<file path="src/rtl/graph_px_scheduler.sv">
// ---------------------------------------------------------------------------
// graph_px_scheduler
//
// Keeps a 64-deep circular history of five sensor channels (humidity,
// temperature, magnetometer X/Y/Z) and answers per-pixel lookups for a
// 64-column by 128-row strip-chart display.
//
// Ingest side: a two-state FSM (IDLE/COMMIT) accepts one sample set per
// handshake, latches it, and writes it into the history on the following
// cycle. freeze blocks new samples, clear empties the history.
//
// Lookup side: a fixed-latency pipeline. A request sampled at edge N shows
// its answer on px_valid/px_code after edge N+2, one request per cycle,
// no back-pressure.
//
// Ports
//   clk, rst_n            clock (rising edge), async active-low reset
//   sample_valid/ready    sample set handshake
//   s_hum..s_magz [7:0]   unsigned samples, stored as sample >> 1
//   ch_en [4:0]           channel enables (0 hum,1 temp,2 magx,3 magy,4 magz)
//   freeze                hold display, refuse new samples
//   clear                 synchronous history clear
//   px_req, px_col, px_row  pixel lookup request (col 0 = left, row 0 = top)
//   px_valid, px_code     lookup answer: bits 0..4 channel hits, bit 5 grid
//   count [6:0]           number of stored sample sets, 0..64
// ---------------------------------------------------------------------------
module graph_px_scheduler (
   input  logic       clk,
   input  logic       rst_n,
   input  logic       sample_valid,
   output logic       sample_ready,
   input  logic [7:0] s_hum,
   input  logic [7:0] s_temp,
   input  logic [7:0] s_magx,
   input  logic [7:0] s_magy,
   input  logic [7:0] s_magz,
   input  logic [4:0] ch_en,
   input  logic       freeze,
   input  logic       clear,
   input  logic       px_req,
   input  logic [5:0] px_col,
   input  logic [6:0] px_row,
   output logic       px_valid,
   output logic [5:0] px_code,
   output logic [6:0] count
);

   typedef enum logic [0:0] {
      IDLE   = 1'b0,
      COMMIT = 1'b1
   } ingest_state_e;

   ingest_state_e state_q;
   ingest_state_e state_d;

   logic        accept;
   logic        commit_en;
   logic [5:0]  wr_ptr;

   logic [6:0]  lat_hum;
   logic [6:0]  lat_temp;
   logic [6:0]  lat_magx;
   logic [6:0]  lat_magy;
   logic [6:0]  lat_magz;

   logic [34:0] hist_mem [64];

   logic [5:0]  rd_idx;
   logic        rd_populated;

   logic        s1_valid;
   logic [6:0]  s1_row;
   logic [4:0]  s1_en;
   logic        s1_populated;
   logic [34:0] s1_entry;

   logic [5:0]  hit_code;
   logic        s2_valid;
   logic [5:0]  s2_code;

   // The LSB of every sample is dropped by the >>1 scaling.
   logic        unused_lsbs;
   assign unused_lsbs = ^{s_hum[0], s_temp[0], s_magx[0], s_magy[0], s_magz[0]};

   // Ingest FSM next-state and handshake. Ready is also gated by rst_n so it
   // reads 0 for the whole time reset is held. clear wins over everything:
   // it blocks acceptance and turns a pending commit into a no-op.
   always_comb begin
      state_d      = state_q;
      sample_ready = 1'b0;
      accept       = 1'b0;
      commit_en    = 1'b0;
      case (state_q)
         IDLE: begin
            sample_ready = rst_n & ~freeze & ~clear;
            accept       = sample_valid & rst_n & ~freeze & ~clear;
            if (accept) begin
               state_d = COMMIT;
            end
         end
         COMMIT: begin
            commit_en = ~clear;
            state_d   = IDLE;
         end
         default: begin
            state_d = IDLE;
         end
      endcase
      if (clear) begin
         state_d = IDLE;
      end
   end

   // FSM state, write pointer and occupancy. Once count reaches 64 the write
   // pointer keeps advancing, so every commit overwrites the oldest entry.
   always_ff @(posedge clk or negedge rst_n) begin
      if (!rst_n) begin
         state_q <= IDLE;
         wr_ptr  <= 6'd0;
         count   <= 7'd0;
      end else begin
         state_q <= state_d;
         if (clear) begin
            wr_ptr <= 6'd0;
            count  <= 7'd0;
         end else if (commit_en) begin
            wr_ptr <= wr_ptr + 6'd1;
            if (count != 7'd64) begin
               count <= count + 7'd1;
            end
         end
      end
   end

   // Sample holding registers, loaded on the accepting edge and already
   // scaled to the 7-bit stored form.
   always_ff @(posedge clk) begin
      if (accept) begin
         lat_hum  <= s_hum[7:1];
         lat_temp <= s_temp[7:1];
         lat_magx <= s_magx[7:1];
         lat_magy <= s_magy[7:1];
         lat_magz <= s_magz[7:1];
      end
   end

   // History storage. Contents are never reset; count = 0 hides stale data.
   always_ff @(posedge clk) begin
      if (commit_en) begin
         hist_mem[wr_ptr] <= {lat_magz, lat_magy, lat_magx, lat_temp, lat_hum};
      end
   end

   // Column to entry mapping. While the history is filling, column c is
   // entry c; once full, the oldest entry (at wr_ptr) sits in column 0 and
   // the 6-bit add wraps naturally.
   always_comb begin
      rd_idx       = px_col;
      rd_populated = ({1'b0, px_col} < count);
      if (count == 7'd64) begin
         rd_idx = wr_ptr + px_col;
      end
   end

   // Stage 1 data: the history is read on the same edge that samples the
   // request, so a commit landing on that edge is not seen by it.
   always_ff @(posedge clk) begin
      s1_row       <= px_row;
      s1_en        <= ch_en;
      s1_populated <= rd_populated;
      s1_entry     <= hist_mem[rd_idx];
   end

   // Pixel classification: a channel hits when its plotted row
   // (127 - value) equals the requested row; bit 5 draws grid lines every
   // 32 rows plus the baseline at the bottom.
   always_comb begin
      hit_code = 6'd0;
      for (int k = 0; k < 5; k++) begin
         hit_code[k] = s1_populated & s1_en[k] &
                       (s1_row == (7'd127 - s1_entry[k*7 +: 7]));
      end
      hit_code[5] = (s1_row[4:0] == 5'd0) | (s1_row == 7'd127);
   end

   // Pipeline valid flags and code registers. Codes are zeroed whenever the
   // slot is empty so px_code is 0 whenever px_valid is 0.
   always_ff @(posedge clk or negedge rst_n) begin
      if (!rst_n) begin
         s1_valid <= 1'b0;
         s2_valid <= 1'b0;
         s2_code  <= 6'd0;
         px_valid <= 1'b0;
         px_code  <= 6'd0;
      end else begin
         s1_valid <= px_req;
         s2_valid <= s1_valid;
         s2_code  <= s1_valid ? hit_code : 6'd0;
         px_valid <= s2_valid;
         px_code  <= s2_valid ? s2_code : 6'd0;
      end
   end

endmodule

</file>
<file path="config.mk">
export PLATFORM = sky130hd
export DESIGN_NAME = graph_px_scheduler
export DESIGN_NICKNAME = d
export VERILOG_FILES = /design/src/rtl/graph_px_scheduler.sv
export SDC_FILE = /design/constraint.sdc
export NUM_CORES = 2
export LEC_CHECK = 0
export CORE_MARGIN = 2
export CORE_UTILIZATION = 46
export DETAILED_ROUTE_END_ITERATION = 10
export PLACE_DENSITY = 0.68
export SLEW_MARGIN = 20
export SYNTH_ARGS = -nofsm -noshare
export SYNTH_HDL_FRONTEND = slang
export SYNTH_SLANG_ARGS = --single-unit
</file>
<file path="constraint.sdc">
create_clock -name clk -period 3.94 [get_ports clk]
set_input_delay 0.394 -clock clk [delete_from_list [all_inputs] [get_ports clk]]
set_output_delay 0.394 -clock clk [all_outputs]
set_load 0.02 [all_outputs]
</file>
=== After elaboration in Yosys (flattened, before gate mapping) ===
Memories as Yosys holds them, arrays and structs flattened. A register that Yosys moved wholly into a read port is not among the register bits.
Index checks and enable logic that the tools add are counted.

* Output and inout bits: 15
* Memories: 1
* RAM bits: 2240
* Register bits after elaboration: 77
* Word-level logic and storage cells: 73

* Mux-type cells: 16
* Reductions and logical operators: 4
* $add $sub $neg: 8
* $lt $le $gt $ge: 1
* Bitwise logic cells: 19
* Equal/unequal tests: 8

{| class="wikitable"
|+ Memories
! memory !! words !! width !! read ports !! clocked after memory_dff !! write ports !! line !! RTL
|-
| hist_mem || 64 || 35 || 1 || 1 || 1 || 66 || <nowiki>logic [34:0] hist_mem [64];</nowiki>
|}

{| class="wikitable"
|+ Operators with widths
! cell !! count
|-
| 7-bit equality test || 5
|-
| 7-bit subtractor, first input constant || 5
|-
| 6-bit 2-to-1 mux || 5
|-
| 7-bit 2-to-1 mux || 3
|-
| 1-bit bitwise AND || 15
|-
| 7-bit equality test, second input constant || 2
|-
| 7-bit by 1-bit adder with 7-bit output, second input constant || 1
|-
| 6-bit by 7-bit < comparator with 1-bit output || 1
|-
| 1-bit 2-to-1 mux || 7
|-
| 7-bit inequality test, second input constant || 1
|-
| 6-bit by 1-bit adder with 6-bit output, second input constant || 1
|-
| 6-bit adder || 1
|-
| 5-bit zero test || 1
|-
| 2-bit nonzero test || 2
|-
| 1-bit NOT || 3
|-
| 1-bit one-hot mux with 2 select lines || 1
|-
| 2-bit AND reduction || 1
|-
| 1-bit bitwise OR || 1
|}

=== Logic depth before layout (Yosys ltp) ===
* Depth after elaboration: 6
* Depth in mapped cells: 16

=== Worst setup path after synthesis ===
Ideal clock, no wire load.

* Path type: input to register
* From: input port px_col[1]
* To: register s1_entry[19] (read register of hist_mem)
* Path slack: 0.371 ns
* Required time: 3.803 ns
* Data arrival time: 3.433 ns
* Cell stages on the path: 15
* Cell sequence: clkbuf_1 -> inv_1 -> fa_1 -> clkbuf_1 -> inv_1 -> nor3_4 -> nor2_4 -> buf_2 -> buf_2 -> buf_2 -> nand2_1 -> nand3_1 -> a311o_1 -> a221oi_1 -> a31oi_1

* Cells in the longest elaborated chain, start to end: 2

{| class="wikitable"
|+ RTL lines
! what !! line !! RTL
|-
| start: declaration || 41 || <nowiki>input logic [5:0] px_col,</nowiki>
|-
| 6-bit adder || 161 || <nowiki>rd_idx = wr_ptr + px_col;</nowiki>
|-
| 6-bit 2-to-1 mux (*) || 160 || <nowiki>if (count == 7'd64) begin</nowiki>
|-
| end: declaration || 75 || <nowiki>logic [34:0] s1_entry;</nowiki>
|}

Mark *: on every way between the ends. The rest lies on a longest branch, timed or not.
A chain may end at the register's enable or synchronous reset.

=== Final worst setup path ===
* From: register wr_ptr[0]
* To: register s1_entry[6] (read register of hist_mem)

* Cells in the longest elaborated chain, start to end: 2

{| class="wikitable"
|+ RTL lines
! what !! line !! RTL
|-
| start: declaration || 58 || <nowiki>logic [5:0] wr_ptr;</nowiki>
|-
| start signal: assignment || 127 || <nowiki>wr_ptr <= wr_ptr + 6'd1;</nowiki>
|-
| 6-bit adder || 161 ||
|-
| 6-bit 2-to-1 mux || 160 ||
|}

Every way passes these cells.

==> results.sh <==
export IMPL_viasPerCell=6.40
export IMPL_cp_cell_sequence="ha_1 -> inv_1 -> fa_1 -> xnor2_1 -> nand3_1 -> buf_4 -> and2_4 -> buf_12 -> buf_4 -> buf_4 -> a221oi_1 -> o41ai_1 -> nor3_1 -> o32a_1"
export IMPL_grt_overflow_total=0
export IMPL_yosysSeqAreaShare=0.735
export IMPL_dr_first_iter_drc_count=9521
export IMPL_setup_tns_ns=0
export IMPL_tightest_slew_ns=1.13
export IMPL_netlist_area_mm2=0.0952
export IMPL_hold_viol_final=0
export IMPL_gp_congestion=0.878
export IMPL_syn_area_per_cell_um2=14.4
export IMPL_holdWs_ns=0.0476
export IMPL_critPathMostFrequentCell="buf_4"
export IMPL_cp_slowest_cell="nor3_1"
export IMPL_power_total_uw=53100
export IMPL_status="complete, no violations"
export IMPL_min_path_type="input pin to flop"
export IMPL_first_global_vias=61900
export IMPL_path_class="flop to flop"
export IMPL_netlist_instances=6613
export IMPL_antenna_found_initial=10
export IMPL_power_leakage_uw=0.0380
export IMPL_dieArea_mm2=0.211
export IMPL_drcViolationCount=0
export IMPL_synth_warnings=0
export IMPL_synth_cell_type_count=72
export IMPL_critical_path_max_stage_delay_ns=0.69
export IMPL_cp_arrival_ns=4.69
export IMPL_drt_total_wl_um=287000
export IMPL_pin_count=79
export IMPL_antenna_left=0
export IMPL_r2r_start="wr_ptr[0]"
export IMPL_clkSinkCount=2352
export IMPL_grt_pass1_wl_um=416000
export IMPL_synth_edf_count=2275
export IMPL_drive_gt1_frac=0.159
export IMPL_rsz0062_at_grt="false"
export IMPL_port_buffers=73
export IMPL_synth_area_top_cells="edfxtp_1 72%, mux2i_1 4.0%, nand2_1 3.8%"
export IMPL_cts_made_buffers=230
export IMPL_rrSetupSlack_ns=0.07
export IMPL_groute_usage_overall=0.267
export IMPL_htree_levels=4
export IMPL_dp_cells=9557
export IMPL_nNetsFinal=7186
export IMPL_via_count=64100
export IMPL_synth_top_area_cell="edfxtp_1"
export IMPL_hpwl_um=173000
export IMPL_clockBufferDepth=3
export IMPL_finalNonFillerCells=10000
export IMPL_antenna_cells=0
export IMPL_whs_path_depth=1
export IMPL_skew_ns=0.0410
export IMPL_fp_row_count=167
export IMPL_initial_utilization=0.461
export IMPL_fp_dieH_um=459
export IMPL_grt_max_degree=73
export IMPL_post_drt_wl_per_cell_um=28.7
export IMPL_area_delta_synth_final_pct=18.9
export IMPL_reg2reg_to="s1_entry[6]"
export IMPL_slew_headroom=0.241
export IMPL_synth_net_count=6691
export IMPL_core_mm2=0.206
export IMPL_startpoint_type="flop"
export IMPL_drv_cap=0
export IMPL_setup_viol=0
export IMPL_insertion_delay_ns=0.90
export IMPL_fmax_ghz=0.259
export IMPL_clkTransAtPathRegs_ns=0.06
export IMPL_critPathMaxFanout=11
export IMPL_clockRootBuffer="clkbuf_16"
export IMPL_p_per_area_mw_per_mm2=469
export IMPL_firstDrtPassIters=6
export IMPL_holdPathEnd="lat_magz[3]"
export IMPL_cp_end_kind="flop"
export IMPL_yosysTopAreaCellShare=0.717
export IMPL_synth_seq_cells=2352
export IMPL_maxSlewViolCount=0
export IMPL_fin_crit_sh=0.982
export IMPL_dieWidth_um=459
export IMPL_synthFlopType="edfxtp_1"
export IMPL_cp_required_ns=4.76
export IMPL_ir_worst_vdd_uv=466
export IMPL_timing_final_crit_period_ns=3.87
export IMPL_cts_tree="built"
export IMPL_ys_async_sr_fraction=0.0123
export IMPL_hp_start="s_magz[4]"
export IMPL_r2r_worst_path_cells=14
==> synthesized netlist by cell type (all sizes together) (9+ instances only) <==
master / instances
a211oi: 109
a21oi: 327
a221oi: 104
a22oi: 26
a311o: 31
a311oi: 182
a31oi: 95
a32o: 60
a32oi: 128
and2: 38
and3: 76
buf: 165
clkbuf: 361
dfrtp: 29
dfxtp: 48
edfxtp: 2275
ha: 13
inv: 11
mux2i: 383
nand2: 967
nand2b: 58
nand3: 365
nand4: 9
nor2: 111
nor3: 11
nor4: 74
o21ai: 246
o221ai: 16
o22ai: 57
o31a: 29
o41ai: 31
or3: 30
or4: 29
xnor2: 18
xor2: 32
==> layout by cell type (no fill, tap or decap), types with 40 or more instances in the layout <==
master	count
o21ai_0	227
a31oi_1	94
o22ai_1	57
nand2b_1	58
a211oi_1	109
clkbuf_1	53
a221oi_1	104
clkdlybuf4s50_1	71
nor4_1	65
buf_4	538
and3_1	76
a21oi_1	326
a32o_1	57
buf_12	158
nand3_1	364
mux2i_1	383
clkbuf_16	236
nand2_1	963
dfxtp_1	48
edfxtp_1	2275
clkinv_2	43
clkinv_1	40
a311oi_1	177
a32oi_1	127
nor2_1	41
nor2_4	70
==> sequential cells by signal, summed over array words and instances (netlist names), 6 cells and up <==
register  cells
lat_hum       7
lat_magz      7
hist_mem   2240
count         7
lat_magx      7
lat_temp      7
px_code       6
s1_row        7
s2_code       6
wr_ptr        6
lat_magy      7
s1_entry     35
==> final cells by class <==
class | instances | area, µm²
fillers | 16000 | 93200
flip-flops and latches | 2352 | 70000
multi-input cells | 3724 | 23800
repair buffers | 789 | 8150
clock buffers | 303 | 6290
well taps | 2704 | 3380
clock inverters | 131 | 1510
inverters | 11 | 41.3
==> stage by stage <==
step	setup slack [ns]	area, µm²	util
floorplan	0.371	95200	-
detailed placement	-0.368	105000	0.509
finish	0.0719	113000	0.548
global route	0.00775	113000	0.548
global placement	-0.513	105000	0.509
CTS	0.0115	113000	0.547
==> worst max-delay path: cells and delay by family (launching register included) <==
kind / cells / cell delay [ns]
simple gates: 3 / 1.03
buf+inv: 5 / 0.77
fa+ha+maj: 2 / 0.63
compound gates: 3 / 0.62
flops: 1 / 0.36
xor+xnor: 1 / 0.36
==> metal layers <==
| layer | up-vias | global-route usage | part of all wire |
|---|---|---|---|
| li1 | 27000 | - | - |
| met1 | 32100 | 0.369 | 0.38 |
| met2 | 4207 | 0.418 | 0.46 |
| met3 | 682 | 0.0529 | 0.12 |
| met4 | 4 | 0.100 | 0.039 |
| met5 | - | 0 | 0.000073 |
==> report_power, final <==
part	internal [µW]	switching, µW	total [µW]
logic	1250	1990	3240
clock network	12900	9630	22500
registers	27200	93.6	27300
total	41400	11700	53100
==> kinds of logic after synthesis <==
| family | share of synthesized area |
|---|---|
| flip-flops | 0.735 |
| AND/OR/NAND/NOR | 0.0856 |
| AO/OA/AOI/OAI | 0.110 |
| buffers and inverters | 0.0231 |
| multiplexers | 0.0403 |
| XOR/XNOR | 0.00460 |
| adder cells (fa/ha/maj) | 0.00192 |
==> what timing repair did <==
| item | in CTS | in global routing |
|---|---|---|
| hold buffers | 14 | 0 |
| buffers inserted | 3 | 3 |
| cloned | 0 | 1 |
| gates resized for setup | 5 | 16 |
| endpoints found under the setup margin | 33 | 27 |
| hold endpoints to repair | 43 | 0 |
| pin swaps | 1 | 3 |
==> how the worst max path moves through the flow <==
stage	from	end	slack (ns)	depth (start not counted)
3_5_place_dp	px_col[1]	s1_entry[27]	-0.37	15
5_1_grt	wr_ptr[0]	s1_entry[6]	0.008	14
4_1_cts	count[2]	s1_entry[22]	0.01	10
3_3_place_gp	px_col[1]	s1_entry[6]	-0.51	13
2_1_floorplan	px_col[1]	s1_entry[19]	0.37	15
6_report	wr_ptr[0]	s1_entry[6]	0.07	14
No activity file was read; power rests on OpenSTA's default activity.
